===== config.mk =====
export PLATFORM = sky130hd
export DESIGN_NAME = glb_loader_flat
export DESIGN_NICKNAME = d
export VERILOG_FILES = /design/src/rtl/glb_loader_if.sv /design/src/rtl/glb_loader.sv /design/src/flat_wrapper.sv
export SDC_FILE = /design/constraint.sdc
export NUM_CORES = 1
export LEC_CHECK = 0
export BUFFER_PORTS_ARGS = -buffer_cell sky130_fd_sc_hd__buf_2
export CORE_ASPECT_RATIO = 0.6
export CORE_MARGIN = 1
export CORE_UTILIZATION = 45
export CTS_BUF_LIST = sky130_fd_sc_hd__clkbuf_4
export DETAILED_ROUTE_END_ITERATION = 10
export PLACE_DENSITY = 0.75
export SLEW_MARGIN = 40
export SYNTH_ARGS = -nofsm -noshare
export SYNTH_HDL_FRONTEND = slang
export SYNTH_SLANG_ARGS = --single-unit

===== constraint.sdc =====
create_clock -name bus_clk -period 2.4 [get_ports bus_clk]
set_clock_uncertainty 0.2 [all_clocks]
set_input_delay 0.24 -clock bus_clk [delete_from_list [all_inputs] [get_ports bus_clk]]
set_output_delay 0.24 -clock bus_clk [all_outputs]
set_load 0.005 [all_outputs]

===== src/rtl/glb_loader_if.sv =====
// Host-side command/stream bus and buffer write port of the global-buffer loader.
// The slave modport is the loader's view; the master modport is the host/buffer side.
interface glb_loader_if #(
    parameter int DATA_WIDTH  = 16,
    parameter int NUM_COL     = 8,
    parameter int NUM_ROW     = 8,
    parameter int BUFFER_SIZE = 512,
    parameter int DATA_TYPES  = 3
);
    localparam int AW = $clog2(BUFFER_SIZE);
    localparam int TW = $clog2(DATA_TYPES) + 1;
    localparam int WW = 2*DATA_WIDTH + $clog2(NUM_COL) + $clog2(NUM_ROW) + $clog2(DATA_TYPES) + 3;

    logic                    cmd_valid;
    logic                    cmd_ready;
    logic [TW-1:0]           cmd_type;
    logic [AW-1:0]           cmd_base;
    logic [AW:0]             cmd_len;
    logic [7:0]              cmd_xwrap;
    logic                    s_valid;
    logic                    s_ready;
    logic [2*DATA_WIDTH-1:0] s_data;
    logic [AW-1:0]           addr_out;
    logic [WW-1:0]           data_out;
    logic                    load_ifmap;
    logic                    load_fltr;
    logic                    load_psum;

    modport master (
        output cmd_valid, cmd_type, cmd_base, cmd_len, cmd_xwrap, s_valid, s_data,
        input  cmd_ready, s_ready, addr_out, data_out, load_ifmap, load_fltr, load_psum
    );

    modport slave (
        input  cmd_valid, cmd_type, cmd_base, cmd_len, cmd_xwrap, s_valid, s_data,
        output cmd_ready, s_ready, addr_out, data_out, load_ifmap, load_fltr, load_psum
    );
endinterface


===== src/rtl/glb_loader.sv =====
// Global-buffer loader: takes a load command and a raw word stream, tags each word with
// X/Y IDs and type, and drives the buffer write port with registered address, data and strobes.
module glb_loader #(
    parameter int DATA_WIDTH  = 16,
    parameter int NUM_COL     = 8,
    parameter int NUM_ROW     = 8,
    parameter int BUFFER_SIZE = 512,
    parameter int DATA_TYPES  = 3
) (
    input  logic          bus_clk,
    input  logic          rst,
    glb_loader_if.slave   bus,
    input  logic          ram_rst_busy,
    input  logic          abort,
    output logic          busy,
    output logic          done,
    output logic          err
);
    localparam int AW = $clog2(BUFFER_SIZE);
    localparam int TW = $clog2(DATA_TYPES) + 1;
    localparam int XW = $clog2(NUM_COL) + 1;
    localparam int YW = $clog2(NUM_ROW) + 1;
    localparam int PW = 2*DATA_WIDTH;
    localparam int WW = PW + XW + YW + TW;

    localparam logic [TW-1:0] T_IFMAP   = TW'(1);
    localparam logic [TW-1:0] T_FLTR    = TW'(2);
    localparam logic [TW-1:0] T_PSUM    = TW'(3);
    localparam logic [TW-1:0] MAX_TYPE  = TW'(DATA_TYPES);
    localparam logic [AW:0]   MAX_LEN   = (AW+1)'(BUFFER_SIZE);
    localparam logic [7:0]    MAX_XWRAP = 8'(NUM_COL);
    localparam logic [YW-1:0] LAST_Y    = YW'(NUM_ROW - 1);

    typedef enum logic [1:0] {IDLE, STREAM, DONE} state_e;

    state_e          state_q, state_d;
    logic [TW-1:0]   type_q, type_d;
    logic [AW-1:0]   base_q, base_d;
    logic [AW:0]     len_q, len_d;
    logic [7:0]      xwrap_q, xwrap_d;
    logic [AW:0]     cnt_q, cnt_d;
    logic [XW-1:0]   x_q, x_d;
    logic [YW-1:0]   y_q, y_d;
    logic            cmd_ready_q, cmd_ready_d;
    logic            s_ready_q, s_ready_d;
    logic [AW-1:0]   addr_q, addr_d;
    logic [WW-1:0]   data_q, data_d;
    logic [2:0]      load_q, load_d;
    logic            busy_q, busy_d;
    logic            done_q, done_d;
    logic            err_q, err_d;
    logic            cmd_hs, s_hs, cmd_bad;

    // IFMAP/FLTR carry the element in the upper half of the data field; PSUM uses it whole.
    function automatic logic [WW-1:0] pack_word(input logic [PW-1:0] raw, input logic [TW-1:0] t,
                                                input logic [XW-1:0] x, input logic [YW-1:0] y);
        logic [PW-1:0] field;
        field = (t == T_PSUM) ? raw : {raw[DATA_WIDTH-1:0], {DATA_WIDTH{1'b0}}};
        return {field, x, y, t};
    endfunction

    assign cmd_hs  = bus.cmd_valid & cmd_ready_q & ~ram_rst_busy;
    assign s_hs    = bus.s_valid & s_ready_q & ~ram_rst_busy;
    assign cmd_bad = (bus.cmd_type == '0) || (bus.cmd_type > MAX_TYPE) ||
                     (bus.cmd_len == '0) || (bus.cmd_len > MAX_LEN) ||
                     (bus.cmd_xwrap == '0) || (bus.cmd_xwrap > MAX_XWRAP);

    always_comb begin
        state_d = state_q;
        type_d  = type_q;
        base_d  = base_q;
        len_d   = len_q;
        xwrap_d = xwrap_q;
        cnt_d   = cnt_q;
        x_d     = x_q;
        y_d     = y_q;
        addr_d  = addr_q;
        data_d  = data_q;
        load_d  = '0;
        done_d  = 1'b0;
        err_d   = 1'b0;
        if (abort) begin
            state_d = IDLE;
            type_d  = '0;
            base_d  = '0;
            len_d   = '0;
            xwrap_d = '0;
            cnt_d   = '0;
            x_d     = '0;
            y_d     = '0;
        end else begin
            unique case (state_q)
                IDLE: begin
                    if (cmd_hs) begin
                        if (cmd_bad) begin
                            err_d = 1'b1;
                        end else begin
                            type_d  = bus.cmd_type;
                            base_d  = bus.cmd_base;
                            len_d   = bus.cmd_len;
                            xwrap_d = bus.cmd_xwrap;
                            cnt_d   = '0;
                            x_d     = '0;
                            y_d     = '0;
                            state_d = STREAM;
                        end
                    end
                end
                STREAM: begin
                    if (s_hs) begin
                        addr_d = base_q + cnt_q[AW-1:0];
                        data_d = pack_word(bus.s_data, type_q, x_q, y_q);
                        load_d = {type_q == T_PSUM, type_q == T_FLTR, type_q == T_IFMAP};
                        cnt_d  = cnt_q + 1'b1;
                        if (8'(x_q) == xwrap_q - 8'd1) begin
                            x_d = '0;
                            y_d = (y_q == LAST_Y) ? '0 : y_q + 1'b1;
                        end else begin
                            x_d = x_q + 1'b1;
                        end
                        if (cnt_q == len_q - 1'b1) begin
                            state_d = DONE;
                            done_d  = 1'b1;
                        end
                    end
                end
                DONE:    state_d = IDLE;
                default: state_d = IDLE;
            endcase
        end
        cmd_ready_d = (state_d == IDLE) & ~ram_rst_busy;
        s_ready_d   = (state_d == STREAM) & ~ram_rst_busy;
        busy_d      = (state_d != IDLE);
    end

    always_ff @(posedge bus_clk) begin
        if (rst) begin
            state_q     <= IDLE;
            type_q      <= '0;
            base_q      <= '0;
            len_q       <= '0;
            xwrap_q     <= '0;
            cnt_q       <= '0;
            x_q         <= '0;
            y_q         <= '0;
            cmd_ready_q <= 1'b0;
            s_ready_q   <= 1'b0;
            addr_q      <= '0;
            data_q      <= '0;
            load_q      <= '0;
            busy_q      <= 1'b0;
            done_q      <= 1'b0;
            err_q       <= 1'b0;
        end else begin
            state_q     <= state_d;
            type_q      <= type_d;
            base_q      <= base_d;
            len_q       <= len_d;
            xwrap_q     <= xwrap_d;
            cnt_q       <= cnt_d;
            x_q         <= x_d;
            y_q         <= y_d;
            cmd_ready_q <= cmd_ready_d;
            s_ready_q   <= s_ready_d;
            addr_q      <= addr_d;
            data_q      <= data_d;
            load_q      <= load_d;
            busy_q      <= busy_d;
            done_q      <= done_d;
            err_q       <= err_d;
        end
    end

    assign bus.cmd_ready  = cmd_ready_q;
    assign bus.s_ready    = s_ready_q;
    assign bus.addr_out   = addr_q;
    assign bus.data_out   = data_q;
    assign bus.load_ifmap = load_q[0];
    assign bus.load_fltr  = load_q[1];
    assign bus.load_psum  = load_q[2];
    assign busy           = busy_q;
    assign done           = done_q;
    assign err            = err_q;
endmodule

===== src/flat_wrapper.sv =====
// flat-port wrapper written by rule: the top's interface ports become plain ports
module glb_loader_flat 
#(
    parameter int DATA_WIDTH  = 16,
    parameter int NUM_COL     = 8,
    parameter int NUM_ROW     = 8,
    parameter int BUFFER_SIZE = 512,
    parameter int DATA_TYPES  = 3
)
  (bus_clk, rst, ram_rst_busy, abort, busy, done, err, bus_cmd_valid, bus_cmd_type, bus_cmd_base, bus_cmd_len, bus_cmd_xwrap, bus_s_valid, bus_s_data, bus_cmd_ready, bus_s_ready, bus_addr_out, bus_data_out, bus_load_ifmap, bus_load_fltr, bus_load_psum);
  glb_loader_if #(.DATA_WIDTH(DATA_WIDTH), .NUM_COL(NUM_COL), .NUM_ROW(NUM_ROW), .BUFFER_SIZE(BUFFER_SIZE), .DATA_TYPES(DATA_TYPES)) bus_i ();
  input  logic bus_clk;
  input  logic rst;
  input  logic ram_rst_busy;
  input  logic abort;
  output logic busy;
  output logic done;
  output logic err;
  input wire logic [$bits(bus_i.cmd_valid)-1:0] bus_cmd_valid;
  input wire logic [$bits(bus_i.cmd_type)-1:0] bus_cmd_type;
  input wire logic [$bits(bus_i.cmd_base)-1:0] bus_cmd_base;
  input wire logic [$bits(bus_i.cmd_len)-1:0] bus_cmd_len;
  input wire logic [$bits(bus_i.cmd_xwrap)-1:0] bus_cmd_xwrap;
  input wire logic [$bits(bus_i.s_valid)-1:0] bus_s_valid;
  input wire logic [$bits(bus_i.s_data)-1:0] bus_s_data;
  output wire logic [$bits(bus_i.cmd_ready)-1:0] bus_cmd_ready;
  output wire logic [$bits(bus_i.s_ready)-1:0] bus_s_ready;
  output wire logic [$bits(bus_i.addr_out)-1:0] bus_addr_out;
  output wire logic [$bits(bus_i.data_out)-1:0] bus_data_out;
  output wire logic [$bits(bus_i.load_ifmap)-1:0] bus_load_ifmap;
  output wire logic [$bits(bus_i.load_fltr)-1:0] bus_load_fltr;
  output wire logic [$bits(bus_i.load_psum)-1:0] bus_load_psum;
  assign bus_i.cmd_valid = bus_cmd_valid;
  assign bus_i.cmd_type = bus_cmd_type;
  assign bus_i.cmd_base = bus_cmd_base;
  assign bus_i.cmd_len = bus_cmd_len;
  assign bus_i.cmd_xwrap = bus_cmd_xwrap;
  assign bus_i.s_valid = bus_s_valid;
  assign bus_i.s_data = bus_s_data;
  assign bus_cmd_ready = bus_i.cmd_ready;
  assign bus_s_ready = bus_i.s_ready;
  assign bus_addr_out = bus_i.addr_out;
  assign bus_data_out = bus_i.data_out;
  assign bus_load_ifmap = bus_i.load_ifmap;
  assign bus_load_fltr = bus_i.load_fltr;
  assign bus_load_psum = bus_i.load_psum;
  glb_loader #(.DATA_WIDTH(DATA_WIDTH), .NUM_COL(NUM_COL), .NUM_ROW(NUM_ROW), .BUFFER_SIZE(BUFFER_SIZE), .DATA_TYPES(DATA_TYPES)) u_core (.bus_clk(bus_clk), .rst(rst), .bus(bus_i), .ram_rst_busy(ram_rst_busy), .abort(abort), .busy(busy), .done(done), .err(err));
endmodule

==> metrics.md <==
| Metric | Value |
|---|---|
| Status | `finished with violations` |
| Failing checks | `design-rule violations, negative setup slack` |
| Final WS setup | `-0.0599 ns` |
| Syn Area/Cell | `7.96 um^2` |
| Gate Count Post-Synth | `633` |
| Combinational share of power | `7.0%` |
| Hold Fails Final Rpt | `0` |
| Hpwl dp | `9800 um` |
| Post-synth EDFFs | `0` |
| Clock buffer depth | `2` |
| Die ar. | `0.0116 mm^2` |
| Compound-Gate Fraction of Synth Area | `15.5%` |
| # setup viols final | `2` |
| Post-synthesis adder-cell area fraction | `3.63%` |
| Slew Limit Fails | `0` |
| Worst path arrival time | `2.66 ns` |
| Worst vdd ir | `0.299 mV` |
| Via count | `5247` |
| Number of global-route vias before repair | `4936` |
| Launch point of the worst reg-to-reg path | `u_core.xwrap_q[1]` |
| Power Internal | `2280 uW` |
| HP Class | `input pin to flip-flop` |
| Sw Share | `24.0%` |
| Clock transition at path regs | `0.17 ns` |
| F_max | `0.407 GHz` |
| Setup CP Type | `flip-flop to flip-flop` |
| Post-synthesis simple-gate area fraction | `27.2%` |
| Synth top area cells | `dfxtp_1 44%, nand2_1 11%, a21oi_1 7.3%` |
| Fill count | `901` |
| Max Cap Viol | `0` |
| Hold path depth | `6` |
| Area fraction of the dominant cell type after synthesis | `43.7%` |
| Setup slack, reg-to-reg | `-0.06 ns` |
| Clock power share | `32.1%` |
| Critical path buffers and inverters | `2` |
| Initial core utilization | `46.9%` |
| Worst Setup End Kind | `flip-flop` |
| Crit Path Max Fanout | `3` |
| Worst min-delay path startpoint | `bus_cmd_valid` |
| CTS tree | `yes` |
| All-layer global routing usage | `25.6%` |
| Highest-count cells in the layout ignoring fill and taps | `142 x nand2_1, 127 x buf_2, 101 x dfxtp_1, 71 x a21oi_1, 66 x dlygate4sd3_1` |
| Worst Path Required | `2.60 ns` |
| Post-Route Setup TNS | `-0.0985 ns` |
| FFs w/ async S/R, synth | `0%` |
| Crit path max-delay family | `simple AND/OR/NAND/NOR gates` |
| Fin util | `66.5%` |
| Most common flop cell mapped by yosys | `dfxtp_1` |
| Commonest non-fill, non-tap cell in the layout | `nand2_1` |
| Critical Path Source Type | `flip-flop` |
| Main combinational cell family by area after synthesis | `simple AND/OR/NAND/NOR gates` |
| Mux share of post-synthesis cell area | `0.397%` |
| TritonCTS buffer count | `9` |
| Minimum clock period | `2.46 ns` |
| Cell Area, Synth | `0.00504 mm^2` |
| Sequential Power Share | `60.9%` |
| Largest net degree at the start of global routing | `67` |
| DRC Markers | `7` |
| Sequential area share after synthesis | `43.7%` |
| CTS sink count | `110` |
| Vias/cell | `5.31` |
| Clk_lat worst skew | `0.46 ns` |
| Routed len/inst | `15.1 um` |
| XOR/XNOR Fraction of Synth Area | `5.56%` |
| Die H | `84.0 um` |
| Total Wirelength | `14900 um` |
| PD cells | `420 mW/mm^2` |
| Initial DRC Count | `474` |
| Reg2Reg Depth | `10` |
| Worst slack, placed | `-0.183 ns` |
| RSZ-0062 raised after global routing | `true` |
| Period utilization | `102%` |
| Mapped Nets | `715` |
| H-tree lvl count | `3` |
| DRT Pass-1 Iters | `8` |
| Slowest CP cell | `or4_4` |
| Actual slew at the worst max-slew pin | `0.662 ns` |
| ANT nets after route | `0` |
| Core Area | `0.0107 mm^2` |
| Sw Pwr | `720 uW` |
| Hold EP | `u_core.err` |
| FP Rows | `29` |
| Lkg Pwr | `0.00295 uW` |
| Synth warn | `0` |
| Max-slew headroom | `55.8%` |
| RR Endpoint | `u_core.y_q[2]` |
| CP peak stage delay | `0.49 ns` |
| Die width | `139 um` |
| Gr ovfl total | `0` |
| P&R area growth vs syn | `41.8%` |
| IO Pins | `128` |
| Post-synthesis register bit count | `110` |
| Root Buffer | `clkbuf_4` |
| Share of cells above drive strength 1 | `28.2%` |
| Critical path, cell by cell | `inv_2 > ha_4 > xor2_2 > xnor2_1 > nand4_1 > a221oi_2 > buf_4 > nand2_4 > or4_4 > a31oi_4` |
| ANT cells | `0` |
| Final #Nets | `927` |
| Area leader, netlist | `dfxtp_1` |
| Yosys cell types | `53` |
| Initial antenna violation count | `0` |
| Gpl congestion | `0.902` |
| PortBufs | `127` |
| First-pass GRT wire length | `23900 um` |
## power groups by stage
stage | combinational [uW] | sequential, uW | clock (uW)
5_1_grt | 227 | 1830 | 1080
6_report | 209 | 1830 | 964
3_3_place_gp | 122 | 1870 | 0
2_1_floorplan | 42.3 | 1870 | 0
3_5_place_dp | 125 | 1870 | 0
4_1_cts | 201 | 1830 | 998
## worst max path at each step
stage	startpoint	to	slack, ns	depth (start not counted)
floorplan	bus_cmd_len[5]	u_core.y_q[0]	0.002	8
global placement	bus_cmd_len[5]	u_core.y_q[0]	-0.13	8
detailed placement	bus_cmd_len[5]	u_core.x_q[1]	-0.18	8
CTS	u_core.len_q[1]	u_core.bus.cmd_ready	-0.01	9
global route	u_core.xwrap_q[0]	u_core.y_q[2]	-0.13	10
finish	u_core.xwrap_q[1]	u_core.y_q[2]	-0.06	10
## cell usage after synthesis (5+ instances only)
master	n
a211oi_1	6
a21oi_1	73
a311oi_1	16
and3_1	6
clkbuf_1	33
dfxtp_1	110
ha_1	13
inv_1	13
nand2_1	144
nand3_1	25
nand3b_1	5
nand4_1	7
nor2_1	57
nor3_1	14
nor4_1	6
nor4b_1	5
o21ai_0	9
xnor2_1	18
xor2_1	14
## final cells by class
cell class / instances / area [um^2] / area share [%]
multi-input cells: 472 / 2850 / 39.8
flip-flops and latches: 110 / 2220 / 31.1
repair buffers: 239 / 1710 / 23.9
well taps: 139 / 174 / 2.44
clock inverters: 7 / 80.1 / 1.12
clock buffers: 9 / 67.6 / 0.946
inverters: 13 / 51.3 / 0.718
## cells by family after synthesis
| logic type | after synthesis |
|---|---|
| AOI/OAI and AO/OA | 125 |
| muxes | 2 |
| and+or+nand+nor | 299 |
| adders and majority gates | 14 |
| DFF | 110 |
| xor gates and xnor gates | 32 |
| buffers and inverters | 51 |
## flip-flops by register name, summed over array words and instances, names as in the netlist
name	count
u_core.xwrap_q	8
u_core.load_q	3
u_core.bus.addr_out	9
u_core.bus.cmd_ready	1
u_core.base_q	9
u_core.bus.data_out	43
u_core.cnt_q	10
u_core.len_q	10
u_core.bus.s_ready	1
u_core.type_q	3
u_core.y_q	4
u_core.done	1
u_core.x_q	4
u_core.err	1
u_core.state_q	2
u_core.busy	1
## worst min-delay path, stage by stage
cell and delay (ns):
buf_2 0.10, nand2_1 0.06, nor4_1 0.05, buf_4 0.13, nand2_1 0.06, a21oi_1 0.04
## per-layer routing
metal,track usage (%),share of wire [%],vias to the layer above
li1,-,-,2613
met1,33.9,46,2444
met2,41.5,47,176
met3,6.60,6.5,14
met4,6.64,1.0,0
met5,0,0,-
## stage by stage
step / power (uW) / area [um^2] / std cells / hold slack [ns]
final: 3000 / 7140 / 989 / 0.0311
after global routing: 3140 / 7140 / 989 / -0.00129
after CTS: 3030 / 6880 / 979 / 0.00266
after detailed placement: 1990 / 6000 / 896 / 0.246
after global placement: 1990 / 6000 / 896 / 0.238
after floorplan: 1910 / 5050 / 633 / 0.119
## what timing repair did
item	4_1_cts	5_1_grt
resized for setup	20	34
endpoints found under the hold margin	69	0
setup buffers	1	8
hold buffers	66	0
setup endpoints to repair	9	18
pin swaps	9	21
cloned	0	2
Power figures use the tool's default switching activity.
